===== config.mk =====
export PLATFORM = sky130hd
export DESIGN_NAME = ps2_key_tracker
export DESIGN_NICKNAME = d
export VERILOG_FILES = /design/src/rtl/ps2_key_tracker.sv
export SDC_FILE = /design/constraint.sdc
export NUM_CORES = 1
export LEC_CHECK = 0
export CAP_MARGIN = 30
export CORE_MARGIN = 2
export CORE_UTILIZATION = 57
export DETAILED_ROUTE_END_ITERATION = 10
export PLACE_DENSITY = 0.79
export RECOVER_POWER = 25
export SLEW_MARGIN = 20
export SYNTH_ARGS = -nofsm -noshare
export SYNTH_HDL_FRONTEND = slang
export SYNTH_SLANG_ARGS = --single-unit

===== constraint.sdc =====
create_clock -name CLK -period 3.2 [get_ports CLK]
set_clock_uncertainty 0.1 [all_clocks]
set_input_delay 0.64 -clock CLK [delete_from_list [all_inputs] [get_ports CLK]]
set_output_delay 0.64 -clock CLK [all_outputs]
set_load 0.05 [all_outputs]

===== src/rtl/ps2_key_tracker.sv =====
// PS/2 receiver with glitch filter, frame checker and make/break decoder
// that tracks up to two simultaneously held keys.
module ps2_key_tracker #(
  parameter int FILTER_LEN     = 8,
  parameter int TIMEOUT_CYCLES = 50000
) (
  input  logic       CLK,
  input  logic       reset,
  input  logic       PS2_CLK,
  input  logic       PS2_DAT,
  output logic [7:0] key1_code,
  output logic       key1_ext,
  output logic       key1_on,
  output logic [7:0] key2_code,
  output logic       key2_ext,
  output logic       key2_on,
  output logic       byte_valid,
  output logic [7:0] rx_byte,
  output logic       frame_err
);

  localparam logic [7:0]  FLT_MAX = 8'(FILTER_LEN - 1);
  localparam logic [15:0] TO_MAX  = 16'(TIMEOUT_CYCLES);

  typedef enum logic [1:0] {S_IDLE, S_DATA, S_PARITY, S_STOP} state_t;

  logic [1:0]  clk_sync, dat_sync;
  logic        clk_s, dat_s;
  logic [7:0]  flt_cnt;
  logic        flt_clk, flt_clk_d, fall;
  state_t      state, state_nxt;
  logic [7:0]  shift;
  logic [2:0]  bit_cnt;
  logic        par_bit;
  logic [15:0] to_cnt;
  logic        timeout, frame_ok, frame_bad;
  logic        ext_pend, brk_pend;
  logic [2:0]  skip_cnt;
  logic        match1, match2;

  always_ff @(posedge CLK or posedge reset) begin
    if (reset) begin
      clk_sync <= 2'b11;
      dat_sync <= 2'b11;
    end else begin
      clk_sync <= {clk_sync[0], PS2_CLK};
      dat_sync <= {dat_sync[0], PS2_DAT};
    end
  end

  assign clk_s = clk_sync[1];
  assign dat_s = dat_sync[1];

  // Filtered clock only moves after FILTER_LEN consecutive samples disagree with it.
  always_ff @(posedge CLK or posedge reset) begin
    if (reset) begin
      flt_cnt   <= '0;
      flt_clk   <= 1'b1;
      flt_clk_d <= 1'b1;
    end else begin
      flt_clk_d <= flt_clk;
      if (clk_s == flt_clk) begin
        flt_cnt <= '0;
      end else if (flt_cnt == FLT_MAX) begin
        flt_clk <= clk_s;
        flt_cnt <= '0;
      end else begin
        flt_cnt <= flt_cnt + 8'd1;
      end
    end
  end

  assign fall    = flt_clk_d & ~flt_clk;
  assign timeout = (state != S_IDLE) && (to_cnt == TO_MAX) && !fall;

  always_ff @(posedge CLK or posedge reset) begin
    if (reset) state <= S_IDLE;
    else       state <= state_nxt;
  end

  always_comb begin
    state_nxt = state;
    if (timeout) begin
      state_nxt = S_IDLE;
    end else if (fall) begin
      case (state)
        S_IDLE:   if (!dat_s) state_nxt = S_DATA;
        S_DATA:   if (bit_cnt == 3'd7) state_nxt = S_PARITY;
        S_PARITY: state_nxt = S_STOP;
        S_STOP:   state_nxt = S_IDLE;
        default:  state_nxt = S_IDLE;
      endcase
    end
  end

  always_comb begin
    frame_ok  = 1'b0;
    frame_bad = timeout;
    if (fall && state == S_STOP) begin
      if (dat_s && (^{shift, par_bit})) frame_ok  = 1'b1;
      else                              frame_bad = 1'b1;
    end
  end

  always_ff @(posedge CLK or posedge reset) begin
    if (reset) begin
      shift      <= '0;
      bit_cnt    <= '0;
      par_bit    <= 1'b0;
      to_cnt     <= '0;
      byte_valid <= 1'b0;
      frame_err  <= 1'b0;
      rx_byte    <= '0;
    end else begin
      byte_valid <= frame_ok;
      frame_err  <= frame_bad;
      if (frame_ok) rx_byte <= shift;
      if (state == S_IDLE || fall) to_cnt <= '0;
      else if (to_cnt != TO_MAX)   to_cnt <= to_cnt + 16'd1;
      if (fall) begin
        case (state)
          S_IDLE:   bit_cnt <= '0;
          S_DATA: begin
            shift   <= {dat_s, shift[7:1]};
            bit_cnt <= bit_cnt + 3'd1;
          end
          S_PARITY: par_bit <= dat_s;
          default:  ;
        endcase
      end
    end
  end

  assign match1 = key1_on && key1_code == rx_byte && key1_ext == ext_pend;
  assign match2 = key2_on && key2_code == rx_byte && key2_ext == ext_pend;

  // Slot 2 is never promoted; a freed slot 1 simply takes the next new make.
  always_ff @(posedge CLK or posedge reset) begin
    if (reset) begin
      ext_pend  <= 1'b0;
      brk_pend  <= 1'b0;
      skip_cnt  <= '0;
      key1_code <= '0;
      key1_ext  <= 1'b0;
      key1_on   <= 1'b0;
      key2_code <= '0;
      key2_ext  <= 1'b0;
      key2_on   <= 1'b0;
    end else if (frame_err) begin
      ext_pend <= 1'b0;
      brk_pend <= 1'b0;
    end else if (byte_valid) begin
      if (skip_cnt != 3'd0) begin
        skip_cnt <= skip_cnt - 3'd1;
      end else begin
        case (rx_byte)
          8'hE1: begin
            skip_cnt <= 3'd7;
            ext_pend <= 1'b0;
            brk_pend <= 1'b0;
          end
          8'hE0: ext_pend <= 1'b1;
          8'hF0: brk_pend <= 1'b1;
          8'hAA, 8'hFA, 8'hEE, 8'hFE, 8'hFC, 8'h00, 8'hFF: begin
            ext_pend <= 1'b0;
            brk_pend <= 1'b0;
          end
          default: begin
            if (brk_pend) begin
              if (match1) key1_on <= 1'b0;
              if (match2) key2_on <= 1'b0;
            end else if (!(match1 || match2)) begin
              if (!key1_on) begin
                key1_on   <= 1'b1;
                key1_code <= rx_byte;
                key1_ext  <= ext_pend;
              end else if (!key2_on) begin
                key2_on   <= 1'b1;
                key2_code <= rx_byte;
                key2_ext  <= ext_pend;
              end
            end
            ext_pend <= 1'b0;
            brk_pend <= 1'b0;
          end
        endcase
      end
    end
  end

endmodule

== Word-level counts from Yosys, hierarchy flattened ==
Index checks and enable logic that the tools add are counted.

* Register bits: 79
* Input port bits: 4
* Logic and storage cells: 131

* $add $sub $neg: 4
* Eq/ne operators: 29
* Mux-type cells: 31
* Bitwise operators: 10
* Reduce and logical (&&, ||, !) cells: 35

{| class="wikitable"
|+ Operator list
! kind !! count
|-
| == test 8 bit (second input constant) || 9
|-
| 2-to-1 mux 16 bit || 2
|-
| 2-to-1 mux 1 bit || 17
|-
| adder 16 x 1 -> 16 bit (second input constant) || 1
|-
| == test 16 bit (second input constant) || 1
|-
| == test 8 bit || 2
|-
| 2-to-1 mux 8 bit || 2
|-
| inequality test 16 bit (second input constant) || 1
|-
| AND reduction 7 bit || 2
|-
| nonzero test 2 bit || 7
|-
| AND reduction 3 bit || 4
|-
| OR reduction 10 bit || 1
|-
| NOT 1 bit || 9
|-
| XOR reduction 9 bit || 1
|-
| adder 8 x 1 -> 8 bit (second input constant) || 1
|-
| == test 8 x 3 -> 1 bit (second input constant) || 1
|-
| logical AND 1 bit || 8
|-
| zero test 8 bit || 1
|-
| 2-to-1 mux 2 bit || 4
|-
| inequality test 2 bit (second input constant) || 4
|-
| case mux 2 bit (4 select lines) || 1
|-
| AND reduction 2 bit || 4
|-
| AND reduction 8 bit || 1
|-
| 2-to-1 mux 3 bit || 2
|-
| 16 further kinds || 23
|}

== Longest topological paths before layout ==
Gate-level depths: netlist of the first run.

* Depth after elaboration: 6
* Depth in mapped cells: 7
* Mapped depth without buffers: 7

== Worst setup path after synthesis of the first run ==
No wires, ideal clock.

* Path type: register -> register
* From: register rx_byte[2]
* To: register key1_code[0]
* Arrival: 2.271 ns
* Required time: 2.975 ns
* Slack: 0.705 ns
* Stages on the path, launching flop included: 7
* Period minus slack after synthesis: 2.495 ns
* Cell sequence: dfrtp_1 -> buf_4 -> maj3_1 -> a21oi_2 -> o211ai_2 -> nor4_4 -> mux2_2

* Cells in the longest elaborated chain, start to end: 6
* Elaborated cells on any way between the ends: 21
* Those cells by class: 11 x eq/ne; 2 x bitwise; 8 x reduce/logical

{| class="wikitable"
|+ Ends and longest elaborated chain
! element !! RTL line !! text
|-
| start, declared || 18 || <nowiki>output logic [7:0] rx_byte,</nowiki>
|-
| start signal, assigned || 117 || <nowiki>if (frame_ok) rx_byte <= shift;</nowiki>
|-
| branches (longest 5 deep; another with OR reduction 10 bit) || n/a ||
|-
| AND reduction 7 bit (no line) * || n/a ||
|-
| end signal, assigned || 175 || <nowiki>key1_code <= rx_byte;</nowiki>
|-
| end, declared || 11 || <nowiki>output logic [7:0] key1_code,</nowiki>
|}

Every way passes the cells marked *.
A chain may end at the register's enable or synchronous reset.

== Worst setup path after layout of the first run ==
* From: register rx_byte[4]
* To: output port rx_byte[4]

No word-level cell between the ends.

==> results.md, run 1 <==
- The worst setup path is captured at an output port.
- The total grt overflow is 0.
- The initial antenna violation count is 0.
- The max-slew violation count is 0.
- The first global-routing pass estimated 12200 µm of wire.
- The multi-input logic area is 0.00173 mm².
- The number of rows in the core area is 29.
- The worst-path maximum fanout is 13.
- The area of the mapped netlist is 0.00382 mm².
- Dividing the detail-routed wire length by the instance count gives 15.4 µm.
- The instance count on the critical path is 1.
- TritonCTS built the clock tree.
- Synthesis handed over a netlist of 330 instances.
- Summed over all layers, the routed wires come to 6880 µm.
- The slew at the pin closest to its max-slew limit is 1.36 ns.
- The total iterations of the first detailed-routing run is 4.
- The first-iteration detailed-routing DRC count is 145.
- The tool flagged a number of max-cap violations equal to 0.
- The number of clock buffers inserted by TritonCTS is 9.
- Traced cell by cell, the critical path runs through clkdlybuf4s50_1.
- The number of cells on the worst reg-to-reg path is 5.
- The via count of the first global-routing pass is 2550.
- Fill cells in the final layout number 484.
- The antenna cell count is 0.
- Among all flip-flop cells after synthesis, the most frequent one is sky130_fd_sc_hd__dfrtp_1.
- 34 I/O pins were placed.
- After floorplanning, the core was sized to cover 0.00642 mm².
- The number of buffers and inverters on the critical path is 1.
- The die covers 0.00738 mm².
- In this run, post-CTS hold repair placed 0 buffers.
- In this run the static leakage power is 2.05 nW.
- The library cell used most frequently in the layout, excluding fill and tap cells, is sky130_fd_sc_hd__dfrtp_1.
- Entering global routing, the biggest net connects 45 pins.
- The hold violation total from the final report is 0.
- The tightest hold margin is 0.250 ns.
- CTS placed an instance of sky130_fd_sc_hd__clkbuf_8 at the clock tree root.
- The critical path startpoint category is a register.
- The initial core utilization is 59.6%.
- The number of register bits inferred by synthesis is 79.
- The area used by sequential logic in the layout is 0.00198 mm².
- The number of gates resized after cts is 0.
- The worst register-to-register path begins at rx_byte[6]$_DFFE_PP0P_.
- After legalization and detailed placement, the total HPWL measured 4720 µm.
- In this run the worst hold path is classified as reg -> reg.
- The overall fraction of global-route tracks in use is 21.4%.
- The critical path ends at rx_byte[4].
- The final-report setup violation count is 0.
- In the synthesized netlist the async set-or-reset flop fraction comes to 100%.
- The top cell types in the final layout, fill and taps aside, are sky130_fd_sc_hd__dfrtp_1 (73), sky130_fd_sc_hd__mux2_2 (37), sky130_fd_sc_hd__clkdlybuf4s50_1 (30), sky130_fd_sc_hd__nor2_1 (25), sky130_fd_sc_hd__xnor2_1 (21).
- Of the total synthesized cell area, the portion taken by AND, OR, NAND and NOR gates is 14.3%.
- The die is 85.9 µm tall.
- The power per cell area is 531 mW/mm².
- Counting flops with a built-in enable in the synthesized netlist gives 0.
- For the worst-skew pair, the clock arrives at the later sink with an insertion delay of 0.35 ns.
- In this run the tightest slew margin relative to its limit is 9.03%.
- The synthesized netlist net count is 345.
- The maximum cell stage delay along the critical path is 0.89 ns.
- In this run the worst setup path begins at rx_byte[4]$_DFFE_PP0P_.
- The total via count in the routed design is 2570.
- The adder and majority cell fraction of the synthesized area is 3.86%.
- The floorplan step set the die width to 85.9 µm.
- The flow ran to the end, and the final reports show no timing, DRC or antenna violations.
- In the synthesized netlist, mux cells make up 10.9% of the area.
- Setup total negative slack on the finished layout was measured at 0 ns.
- By area, the combinational part of the netlist is dominated by simple AND/OR/NAND/NOR gates.
- Using the TritonRoute via totals, the vias-per-cell ratio works out to 5.76.
- Yosys printed 0 warnings.
- After synthesis, flip-flops and latches occupy 51.9% of the total area.
- Static timing analysis puts the maximum clock frequency at 387 MHz.
- The post-detailed-route count of antenna-violating nets is 0.
- The reg-to-reg setup timing slack is 0.71 ns.
- The synthesized netlist devotes 6.35% of its cell area to compound gates.
- Buffers placed on the I/O ports in this run total 33.
- The required time of the critical path is 2.46 ns.
- The post-route netlist has 17.3% of its cells at a drive strength greater than 1.
- The cell type of the slowest stage on the worst timing path is sky130_fd_sc_hd__clkdlybuf4s50_1.
- The family of cells with the greatest summed delay on the critical path is buffers and inverters.
- After detailed routing, the number of remaining DRC violations is 0.
- The tree built by TritonCTS fans out to 79 sinks.
- A synthesized cell averages 11.6 µm².
- The final critical path time including I/O delays and setup is 2.58 ns.
- Summing the areas of all xor and xnor instances in the mapped netlist gives 9.98% of the synthesized area.
- The distinct cell type count of the synthesized netlist is 45.
- The H-tree generated during clock tree synthesis spans 3 levels.
- The signed area change from the synthesized netlist to the final layout is 15.5%.
- Setup repair after global routing left no endpoint under its margin.
- The reg-to-reg critical path endpoint is key1_code[4]$_DFFE_PP0P_.
- Across the VDD grid, the largest voltage drop is 0.370 mV.
- The register clock-pin slew on the reported worst setup and hold paths is 0.08 ns.
- The critical path is of the reg -> out type.
- At the end of routability-driven placement, the weighted congestion stood at 0.826.
- The number of buffers on the longest clock path is 2.
- The final cycle utilization of the critical path is 80.8%.
- The arrival time reported for the critical path endpoint is 1.84 ns.
- After clock tree synthesis, the setup repair step added 0 buffers.
- For this run, the post-layout net count is 379.
-- cell usage after synthesis, drive strengths merged, types with 2 or more instances --
cell type	number	area [µm²]
ha	11	138
a21oi	8	43.8
or3	5	31.3
nand2	13	48.8
inv	12	45.0
or2	2	12.5
nor4bb	2	20.0
xnor2	21	184
buf	6	38.8
nor4	7	58.8
xor2	20	175
mux2	37	417
nor3	6	30.0
dfrtp	73	1830
nor2b	6	37.5
o21ai	14	70.1
clkbuf	6	22.5
dfstp	6	158
nand2b	2	12.5
o211ai	2	20.0
and3	5	31.3
a21o	2	15.0
nor2	25	93.8
nand4	9	56.3
a32o	3	30.0
nand3	13	65.1
-- power breakdown --
group          total, mW  leakage [nW]  switching (mW)  internal, mW
clock network      0.776         0.104           0.339         0.438
logic              0.410         0.876           0.236         0.174
registers           1.16          1.07          0.0730          1.09
-- registers in the layout, indices dropped and copies added (netlist names), 2 cells and up --
| signal | count |
|---|---|
| to_cnt | 16 |
| bit_cnt | 3 |
| key1_code | 8 |
| flt_cnt | 8 |
| clk_sync | 2 |
| skip_cnt | 3 |
| state | 2 |
| shift | 8 |
| key2_code | 8 |
| dat_sync | 2 |
| rx_byte | 8 |
-- worst min path at each step --
stage / slack [ns] / to / from / depth (start not counted)
after floorplan: 0.25 / clk_sync[1]$_DFF_PP1_ / clk_sync[0]$_DFF_PP1_ / 0
after global placement: 0.25 / dat_sync[1]$_DFF_PP1_ / dat_sync[0]$_DFF_PP1_ / 0
after detailed placement: 0.25 / dat_sync[1]$_DFF_PP1_ / dat_sync[0]$_DFF_PP1_ / 0
after CTS: 0.25 / dat_sync[1]$_DFF_PP1_ / dat_sync[0]$_DFF_PP1_ / 0
after global routing: 0.26 / dat_sync[1]$_DFF_PP1_ / dat_sync[0]$_DFF_PP1_ / 0
final: 0.25 / dat_sync[1]$_DFF_PP1_ / dat_sync[0]$_DFF_PP1_ / 0
-- metal layers --
layer	global-route usage (%)	routed length, µm
met1	28.5	3000
met2	32.5	3380
met3	5.58	276
met4	11.1	218
met5	0	0
-- cells by family (layout without fill, tap and decap cells) --
group,after synthesis,count (layout)
AO/OA/AOI/OAI,36,36
XOR/XNOR,42,42
flip-flops,79,79
multiplexers,37,37
adder cells (fa/ha/maj),12,12
buffers and inverters,24,63
AND/OR/NAND/NOR,100,100
-- metrics by stage --
stage | total power, mW | cell area [µm²] | setup WS, ns | utilization, % | cells
global route | 2.49 | 4420 | 0.462 | 68.8 | 446
floorplan | 1.50 | 3820 | 0.447 | - | 330
CTS | 2.38 | 4420 | 0.607 | 68.9 | 446
global placement | 1.58 | 4220 | 0.765 | 65.7 | 430
finish | 2.35 | 4420 | 0.615 | 68.8 | 446
detailed placement | 1.60 | 4220 | 0.748 | 65.7 | 430
-- final cells by class --
type | count | area share, %
clock buffer | 12 | 3.06
clock inverter | 4 | 1.59
inverter | 12 | 1.02
multi-input combinational | 227 | 39.2
sequential | 79 | 44.9
tap | 77 | 2.18
timing repair buffer | 35 | 8.01
No activity file was read; power rests on OpenSTA's default activity.
==> inputs of run 2 (changes only) <==
- CORE_UTILIZATION: 57 -> 52
- PLACE_DENSITY: 0.79 -> 0.76
- clock period: 3.2 -> 2.1 ns (I/O delays scaled with it)
==> results.md, run 2 (synthesis gave the netlist of run 1 again) <==
- The clock latency on the worst-skew pair is 0.36 ns (about the same).
- The power per cell area is 762 mW/mm² (+44%).
- The path type of the worst setup path is reg -> reg.
- The routed via count divided by cell count came to 5.44 (-5.7%).
- The post-detailed-route count of antenna-violating nets is 0 (unchanged).
- The count of maximum capacitance violations came to 0 (unchanged).
- The final layout net count was 416 (+9.8%).
- The die extent in y came to 89.8 µm (+4.5%).
- The H-tree depth is 3 (unchanged).
- In the layout the commonest cells are sky130_fd_sc_hd__dfrtp_1 (64), sky130_fd_sc_hd__buf_4 (45), sky130_fd_sc_hd__nor2_1 (25).
- The number of rows in the core area is 31 (+6.9%).
- The total grt overflow is 0 (unchanged).
- The final reports fail on setup timing.
- The first-iteration detailed-routing DRC count is 87 (-40%).
- The reg-to-reg setup timing slack is -0.01 ns (-0.72 ns).
- The overall fraction of global-route tracks in use was 20.4% (-1.1 points).
- The worst-path maximum fanout came to 5 (-8).
- The placed standard-cell area is 0.00450 mm² (+6.7%).
- The total via count in the routed design is 2745 (+6.8%).
- The global routing stage identified its most utilized layer as met2.
- The remaining design rule violation count is 0 (unchanged).
- The wire length reported by the detailed router is 7830 µm (+14%).
- Traced cell by cell, the critical path runs through inv_2, ha_4, nand3b_1, a211oi_2, buf_4, o211a_4, nand4b_4, mux2_4.
- The final critical path takes up 101% of the cycle.
- The total iterations of the first detailed-routing run is 4 (unchanged).
- The total power after layout came to 3.72 mW (+58%).
- The final total negative setup slack came to -0.0472 ns (-0.0472 ns).
- The routability-driven placement congestion ratio is 0.809 (-2.1%).
- The maximum cell stage delay along the critical path is 0.40 ns (-0.49 ns).
- The multi-input logic area came to 0.00188 mm² (+8.6%).
- The final-report setup violation count is 5 (+5).
- The slew at the pin closest to its max-slew limit came to 0.685 ns (-0.678 ns).
- The number of fill cells in the layout is 537 (+11%).
- The required time of the critical path came to 2.25 ns (-0.21 ns).
- Leaving out fill and tap cells, the most frequent cell in the layout is sky130_fd_sc_hd__dfrtp_1.
- The max-slew violation count is 0 (unchanged).
- The type of the most critical hold path is reg -> reg.
- The post-placement setup slack is -0.121 ns (-0.869 ns).
- The smallest clock period supported by the final layout is computed as 2.11 ns.
- The maximum number of pins on one net before global-route repair came to 52 (+16%).
- The run finished, with violations left.
- The initial antenna violation count is 0 (unchanged).
- The wire length of the first global-routing pass is 13300 µm (+8.8%).
- The number of cells traversed by the worst register-to-register path was 8 (+3).
- The fraction of final layout cells with drive strength greater than 1 came to 34.2% (+17 points).
- The placeable core area came to 0.00718 mm² (+12%).
- Among all stages on the critical path, the largest delay is contributed by sky130_fd_sc_hd__dfrtp_1.
- Derived from the worst setup path, the maximum achievable clock frequency is 473 MHz.
- The die footprint is 0.00806 mm² (+9.2%).
- The number of clock sinks is 79 (unchanged).
- The initial core utilization is 53.3% (-6.3 points).
- The startpoint identified for the worst register-to-register timing path is skip_cnt[0]$_DFFE_PP0P_.
- The via count of the first global-routing pass is 2757 (+8.1%).
- The timing endpoint of the critical path is key2_code[2]$_DFFE_PP0P_.
- The average wire length per cell after detail routing is 15.5 µm (+0.49%).
- The cell leakage power is 2.59 nW (+26%).
- The number of clock buffers inserted by TritonCTS was 9 (unchanged).
- The area used by sequential logic in the layout is 0.00200 mm² (+0.57%).
- The arrival time reported for the critical path endpoint was 2.27 ns (+0.43 ns).
- The width of the die is 89.8 µm (+4.5%).
- The signed area change from the synthesized netlist to the final layout is 27.5%.
- The register clock-pin slew on the reported worst setup and hold paths is 0.08 ns (about the same).
- The antenna cell count was 0 (unchanged).
- to_cnt holds more flip-flops than any other register.
- The least setup slack across all paths after layout came to -0.0124 ns (-0.628 ns).
- The most critical setup path has its startpoint at skip_cnt[0]$_DFFE_PP0P_.
- The worst-case headroom to the max-slew limit is 54.3% (+45 points).
- The number of input and output port buffers inserted was 33 (unchanged).
- The worst setup path is captured at a register.
- The worst min-delay path startpoint is dat_sync[0]$_DFF_PP1_.
- The flip-flop count of the largest register, all copies and words added is 16 (unchanged).
- The met3 routing resource usage after global routing is 4.44% (-1.1 points).
- The I/O pin count is 34 (unchanged).
- Setup repair after global routing could not meet its margin everywhere.
- The final instance area was 0.00488 mm² (+10%).
- The library cell used as clock root buffer is sky130_fd_sc_hd__clkbuf_8.
- The worst register-to-register path ends at key2_code[2]$_DFFE_PP0P_.
- The worst vdd rail ir drop is 0.535 mV (+45%).
- The met2 global-route usage is 34.5% (+2.0 points).
- The critical path startpoint category is a register.
- The clock tree from TritonCTS is done.
- The met1 usage in global routing is 25.1% (-3.4 points).
- The hold violation total from the final report was 0 (unchanged).
- The number of buffers on the longest clock path is 2 (unchanged).
- The estimated wirelength of the detail-placed design is 5160 µm (+9.5%).
## run 2: cell count changes in the layout (fill, tap and decap cells not counted), moves of 4 or more
cell	before	now
sky130_fd_sc_hd__dfrtp_1	73	64
sky130_fd_sc_hd__clkbuf_1	4	0
sky130_fd_sc_hd__clkdlybuf4s50_1	30	0
sky130_fd_sc_hd__dlygate4sd2_1	0	11
sky130_fd_sc_hd__dlymetal6s2s_1	0	6
sky130_fd_sc_hd__dfrtp_2	0	9
sky130_fd_sc_hd__buf_4	0	45
sky130_fd_sc_hd__mux2_2	37	20
sky130_fd_sc_hd__mux2_4	0	17
## run 2: layout make-up
type | count | area share (%)
Clock buffer | 10 | 2.82
Clock inverter | 6 | 1.72
Inverter | 12 | 0.949
Multi-Input combinational cell | 228 | 38.6
Sequential cell | 79 | 40.9
Tap cell | 99 | 2.54
Timing Repair Buffer | 71 | 12.4
## run 2: what timing repair did
| item | in CTS | in global routing |
|---|---|---|
| buffers inserted | 3 | 4 |
| endpoints found under the setup margin | 29 | 33 |
| gates resized for setup | 17 | 24 |
| hold buffers | 0 | 0 |
| pin swaps | 4 | 8 |
| cloned | 1 | 1 |
## run 2: power by group
group,internal (mW),switching [mW],total (mW)
Sequential,1.66,0.111,1.77
Clock,0.697,0.556,1.25
Combinational,0.322,0.374,0.696
## run 2: worst max-delay path, delay by kind of cell, from the launching register on
family / cells / cell delay [ns]
AOI/OAI and AO/OA: 2 / 0.50
and+or+nand+nor: 2 / 0.28
muxes: 1 / 0.35
DFF: 1 / 0.40
buffers and inverters: 2 / 0.26
adders and majority gates: 1 / 0.13
## run 2: layer usage
metal	share of wire [%]	up-vias
met2	52	63
met3	3.8	15
met4	2.2	0
li1	-	1305
met1	42	1362
met5	0	-
## run 2: worst min path at each step
stage,slack (ns),endpoint,cells past startpoint
after detailed placement,0.25,dat_sync[1]$_DFF_PP1_,0
after global routing,0.26,dat_sync[1]$_DFF_PP1_,0
final,0.26,dat_sync[1]$_DFF_PP1_,0
after CTS,0.26,flt_cnt[5]$_DFF_PP0_,2
after global placement,0.25,dat_sync[1]$_DFF_PP1_,0
after floorplan,0.25,clk_sync[1]$_DFF_PP1_,0
## run 2: through the flow
step	hold WS [ns]	std cells	utilization (%)
2_1_floorplan	0.245	330	-
3_3_place_gp	0.246	480	62.7
3_5_place_dp	0.247	480	62.7
4_1_cts	0.258	500	66.7
5_1_grt	0.260	505	68.0
6_report	0.258	505	68.0
==> inputs of run 3 (changes only) <==
- MAX_ROUTING_LAYER: unset -> met4
- SLEW_MARGIN: 20 -> unset
==> results.md, run 3 (synthesis gave the netlist of run 1 again) <==
- The path type of the worst setup path is reg -> reg.
- The initial core utilization is 53.3% (unchanged).
- The worst-case headroom to the max-slew limit is 54.5% (+0.18 points).
- The signed area change from the synthesized netlist to the final layout came to 27.5% (unchanged).
- The max-slew violation count is 0 (unchanged).
- The die extent in y is 89.8 µm (unchanged).
- In this run the critical register-to-register path is captured at key2_code[0]$_DFFE_PP0P_.
- The proportion of power drawn by flip-flops and latches is 47.5% (about the same).
- The arrival time reported for the critical path endpoint is 2.26 ns (about the same).
- The power per cell area is 762 mW/mm² (about the same).
- The library cell used most frequently in the layout, excluding fill and tap cells, is sky130_fd_sc_hd__dfrtp_1.
- The net switching component of the power is 1.04 mW (+0.17%).
- The width of the die is 89.8 µm (unchanged).
- The total grt overflow is 0 (unchanged).
- The remaining design rule violation count came to 0 (unchanged).
- The cell sitting at the root of the clock tree is a sky130_fd_sc_hd__clkbuf_8.
- The routed via count divided by cell count is 5.40 (-0.66%).
- Among all stages on the critical path, the largest delay is contributed by sky130_fd_sc_hd__dfrtp_1.
- The via count of the first global-routing pass is 2756 (-0.036%).
- The cell leakage power was 2.59 nW (unchanged).
- The final layout net count came to 416 (unchanged).
- The final cycle utilization of the critical path was 101% (about the same).
- The depth of the worst hold-timing path is 0 (unchanged).
- The fraction of final layout cells with drive strength greater than 1 was 34.2% (unchanged).
- The post-detailed-route count of antenna-violating nets was 0 (unchanged).
- The initial antenna violation count is 0 (unchanged).
- The number of instances in the placed design is 480 (unchanged).
- The final-report setup violation count is 5 (unchanged).
- The wire length of the first global-routing pass came to 13300 µm (+0.11%).
- The least setup slack across all paths after layout came to -0.0118 ns (+0.000602 ns).
- Counting flops per register, the top entry is to_cnt.
- The highest metal layer used by the detailed router is met4.
- The count of maximum capacitance violations came to 0 (unchanged).
- The number of cells traversed by the worst register-to-register path is 8 (unchanged).
- In the layout the commonest cells are sky130_fd_sc_hd__dfrtp_1 (64), sky130_fd_sc_hd__buf_4 (45), sky130_fd_sc_hd__nor2_1 (25).
- Setup repair after global routing could not meet its margin everywhere.
- The maximum achievable frequency is 474 MHz (about the same).
- The overall fraction of global-route tracks in use is 21.0% (+0.63 points).
- The routed metal-1 wirelength is 3330 µm (+1.4%).
- The signal on the critical path passes through inv_2, ha_4, nand3b_1, a211oi_2, buf_4, o211a_4, nand4b_4, mux2_4.
- The hold violation total from the final report is 0 (unchanged).
- The critical path startpoint category is a register.
- The number of clock sinks is 79 (unchanged).
- The met3 wire length is 312 µm (+3.7%).
- The reg-to-reg setup timing slack is -0.01 ns (about the same).
- The switching share of total power is 28.0% (+0.034 points).
- The clock latency on the worst-skew pair came to 0.36 ns (about the same).
- The routability-driven placement congestion ratio was 0.821 (+1.5%).
- The final critical path time including I/O delays and setup was 2.11 ns (-0.000602 ns).
- The worst-path maximum fanout is 5 (unchanged).
- The worst vdd rail ir drop is 0.535 mV (about the same).
- The number of rows in the core area is 31 (unchanged).
- The flip-flop count of the largest register, all copies and words added is 16 (unchanged).
- The internal power was 2.67 mW (about the same).
- The routed length on met2 is 4060 µm (about the same).
- The placeable core area was 0.00718 mm² (unchanged).
- The required time of the critical path came to 2.25 ns (about the same).
- The maximum cell stage delay along the critical path is 0.40 ns (about the same).
- The register clock-pin slew on the reported worst setup and hold paths is 0.08 ns (about the same).
- The average wire length per cell after detail routing is 15.6 µm (+0.77%).
- The path with the worst hold slack has its endpoint at dat_sync[1]$_DFF_PP1_.
- The clock network power share is 33.8% (about the same).
- The total iterations of the first detailed-routing run is 4 (unchanged).
- The wire length reported by the detailed router is 7890 µm (+0.77%).
- The flow ran to the end, but the final reports show violations.
- The I/O pin count was 34 (unchanged).
- The start point of the critical path is skip_cnt[0]$_DFFE_PP0P_.
- The number of clock buffers inserted by TritonCTS came to 9 (unchanged).
- The part of the power in combinational logic is 18.8% (about the same).
- The estimated wirelength of the detail-placed design is 5160 µm (unchanged).
- In this run the worst hold path is classified as reg -> reg.
- The slew at the pin closest to its max-slew limit was 0.682 ns (-0.00263 ns).
- The number of buffers on the longest clock path is 2 (unchanged).
- The reg-to-reg startpoint is skip_cnt[0]$_DFFE_PP0P_.
- The antenna cell count is 0 (unchanged).
- The utilization after layout is 68.0% (unchanged).
- The hold buffer count at CTS is 0 (unchanged).
- The die footprint is 0.00806 mm² (unchanged).
- The maximum number of pins on one net before global-route repair came to 52 (unchanged).
- The worst min-delay path startpoint is dat_sync[0]$_DFF_PP1_.
- The number of input and output port buffers inserted is 33 (unchanged).
- The number of non-filler instances in the completed layout was 505 (unchanged).
- The total power after layout is 3.72 mW (about the same).
- STA classifies the critical path endpoint as a register.
- The clock tree from TritonCTS is done.
- The total via count in the routed design is 2727 (-0.66%).
- The final reports fail on setup timing.
- The H-tree depth is 3 (unchanged).
- The first-iteration detailed-routing DRC count came to 93 (+6.9%).
-- run 3: cell counts in the layout (fill, tap and decap cells not counted) --
Identical to the previous run, type by type.
-- run 3: worst max-delay path, delay by kind of cell (launching register included) --
| kind | cells | cell delay [ns] |
|---|---|---|
| fa+ha+maj | 1 | 0.13 |
| compound gates | 2 | 0.50 |
| flops | 1 | 0.40 |
| simple gates | 2 | 0.28 |
| mux | 1 | 0.34 |
| buf+inv | 2 | 0.26 |
-- run 3: metal layers --
layer / global-route usage (%) / up-vias
li1: - / 1302
met1: 25.2 / 1343
met2: 34.5 / 67
met3: 4.44 / 15
met4: 9.23 / 0
met5: - / -
-- run 3: power groups by stage --
stage,Sequential (mW),Clock (mW),Combinational [mW]
5_1_grt,1.78,1.35,0.793
3_3_place_gp,1.79,0,0.616
2_1_floorplan,1.77,0,0.521
3_5_place_dp,1.80,0,0.633
6_report,1.77,1.25,0.697
4_1_cts,1.77,1.28,0.645
-- run 3: through the flow --
step / worst slack (ns) / cell area, µm² / hold slack [ns] / TNS, ns
after detailed placement: -0.121 / 4500 / 0.247 / -1.82
final: -0.0118 / 4880 / 0.258 / -0.0413
after CTS: 0.00165 / 4780 / 0.258 / 0
after floorplan: -0.299 / 3930 / 0.245 / -3.13
after global routing: -0.109 / 4880 / 0.260 / -1.46
after global placement: -0.0569 / 4500 / 0.246 / -0.702
-- run 3: repair_timing --
item | CTS | global route
gates resized for setup | 17 | 24
pin swaps | 4 | 8
setup endpoints to repair | 29 | 33
setup buffers | 3 | 4
gates cloned | 1 | 1
-- run 3: cell type report --
| class | instances | area (µm²) |
|---|---|---|
| Timing Repair Buffer | 71 | 606 |
| Inverter | 12 | 46.3 |
| Clock inverter | 6 | 83.8 |
| Fill cell | 537 | 2300 |
| Tap cell | 99 | 124 |
| Clock buffer | 10 | 138 |
| Multi-Input combinational cell | 228 | 1880 |
| Sequential cell | 79 | 2000 |
-- run 3: how the worst max path moves through the flow --
stage | to | slack [ns]
2_1_floorplan | key1_code[1]$_DFFE_PP0P_ | -0.30
3_3_place_gp | key1_code[5]$_DFFE_PP0P_ | -0.06
3_5_place_dp | key1_code[1]$_DFFE_PP0P_ | -0.12
4_1_cts | key1_code[6] | 0.002
5_1_grt | key2_code[0]$_DFFE_PP0P_ | -0.11
6_report | key2_code[0]$_DFFE_PP0P_ | -0.01
==> patch: new RTL, settings of run 1 <==
Register the output `frame_err` once more, with the module's reset; this adds one clock of latency there. The other outputs are not delayed to match.
--- a/src/rtl/ps2_key_tracker.sv
+++ b/src/rtl/ps2_key_tracker.sv
@@ -24,6 +24,8 @@
 
   typedef enum logic [1:0] {S_IDLE, S_DATA, S_PARITY, S_STOP} state_t;
 
+  logic frame_err_s0;
+
   logic [1:0]  clk_sync, dat_sync;
   logic        clk_s, dat_s;
   logic [7:0]  flt_cnt;
@@ -109,11 +111,11 @@
       par_bit    <= 1'b0;
       to_cnt     <= '0;
       byte_valid <= 1'b0;
-      frame_err  <= 1'b0;
+      frame_err_s0 <= 1'b0;
       rx_byte    <= '0;
     end else begin
       byte_valid <= frame_ok;
-      frame_err  <= frame_bad;
+      frame_err_s0 <= frame_bad;
       if (frame_ok) rx_byte <= shift;
       if (state == S_IDLE || fall) to_cnt <= '0;
       else if (to_cnt != TO_MAX)   to_cnt <= to_cnt + 16'd1;
@@ -146,7 +148,7 @@
       key2_code <= '0;
       key2_ext  <= 1'b0;
       key2_on   <= 1'b0;
-    end else if (frame_err) begin
+    end else if (frame_err_s0) begin
       ext_pend <= 1'b0;
       brk_pend <= 1'b0;
     end else if (byte_valid) begin
@@ -188,4 +190,12 @@
     end
   end
 
+  always_ff @(posedge CLK or posedge reset) begin
+    if (reset) begin
+      frame_err <= '0;
+    end else begin
+      frame_err <= frame_err_s0;
+    end
+  end
+
 endmodule
Formal check against the unedited RTL: same outputs for any inputs over 4 cycles, from zero or initial values and one cycle with reset high; that may be too few to reach the edited logic, so the function may still have changed.
==> patch against run 1 <==
  * Register-to-register slack worse by 0.07 ns
  * Wire length is 6.9% higher
  * Total power is 7.9% higher
  * Worst setup slack worse by 0.076 ns
  * Sequential cell count is 1 higher
  * Final area is 3.0% higher
  * Critical path depth stayed put
  * Area after synthesis is 4.6% higher
  * Largest cell class unchanged
  * Highest routed layer unchanged
==> patch: results (changes against run 1) <==
| Metric | Value |
|---|---|
| Post-Syn Nets | 358 (+3.8%) |
| Worst EP arrival | 1.92 ns (+0.08 ns) |
| GR met1 Demand/Resource | 27.0% (-1.6 points) |
| Placed insts | 460 (+7.0%) |
| Placer Congestion | 0.871 (+5.5%) |
| Synthesized instance count | 343 (+3.9%) |
| Static leakage | 2.11 nW (+2.7%) |
| VDD IR-drop max | 0.372 mV (+0.74%) |
| Cell Count, Final, Fillers Out | 476 (+6.7%) |
| Net Sw Frac | 29.9% (+2.3 points) |
| Critical Path Max Stage Delay | 0.91 ns (+0.02 ns) |
| Largest net degree at the start of global routing | 62 (+38%) |
| Worst Max-Slew Pin Slew | 0.932 ns (-0.432 ns) |
| Met3 Resource Use GR | 4.90% (-0.68 points) |
| Clock share of power | 29.8% (-3.3 points) |
| Reg power frac | 49.0% (-0.4 points) |
| Number of DRC markers in iteration 0 | 105 (-28%) |
| Via count | 2627 (+2.2%) |
| Adder-Cell Fraction of Synth Area | 3.44% (-0.42 points) |
| HPWL Detailed | 5160 um (+9.5%) |
| Status | finished, final reports clean |
| Met3 WL post-DR | 313 um (+13%) |
| Met2 wire len | 3730 um (+10%) |
| Ratio of cells with drive above 1 in the final layout | 17.9% (+0.55 points) |
| First-pass GRT wire length | 12400 um (+1.5%) |
| WL final | 7350 um (+6.9%) |
| DRT met1 WL | 3210 um (+7.1%) |
| Combinational family with the most area after synthesis | simple AND/OR/NAND/NOR gates |
| Fillcell total | 525 (+8.5%) |
[patch: cell count changes in the layout (fill, tap and decap cells not counted), sizes merged, moves of 3 or more]
cell          run 1  this run
nand2            13        20
xor2             20        23
nor2b             6         3
xnor2            21        17
o21ai            14        18
or3               5         8
nor4              7         3
[patch: final timing paths]
| kind | endpoint | depth (start not counted) | slack [ns] | startpoint |
|---|---|---|---|---|
| max | rx_byte[4] | 1 | 0.54 | rx_byte[4] |
| min | dat_sync[1] | 0 | 0.26 | dat_sync[0] |
| max reg2reg | key2_code[0] | 6 | 0.64 | skip_cnt[0] |
| min reg2reg | dat_sync[1] | 0 | 0.26 | dat_sync[0] |
| max in group asynchronous | dat_sync[0] | 3 | 1.40 | reset |
| min in group asynchronous | flt_cnt[7] | 2 | 0.79 | reset |
[patch: per-stage QoR]
| step | util, % | instance area, um2 | power, mW | setup slack [ns] | hold slack, ns |
|---|---|---|---|---|---|
| 6_report | 67.0 | 4550 | 2.53 | 0.539 | 0.257 |
| 5_1_grt | 67.0 | 4550 | 2.69 | 0.461 | 0.260 |
| 3_3_place_gp | 64.0 | 4350 | 1.76 | 0.698 | 0.247 |
| 3_5_place_dp | 64.0 | 4350 | 1.80 | 0.643 | 0.248 |
| 2_1_floorplan | - | 4000 | 1.67 | 0.418 | 0.245 |
| 4_1_cts | 67.0 | 4550 | 2.56 | 0.541 | 0.258 |
[patch: layout make-up]
type / count / area (um2) / share of cell area, %
Sequential cell: 80 / 2010 / 44.2
Multi-Input combinational cell: 237 / 1820 / 39.9
Timing Repair Buffer: 35 / 358 / 7.86
Clock buffer: 14 / 163 / 3.57
Tap cell: 96 / 120 / 2.64
Inverter: 12 / 46.3 / 1.02
Clock inverter: 2 / 37.5 / 0.825
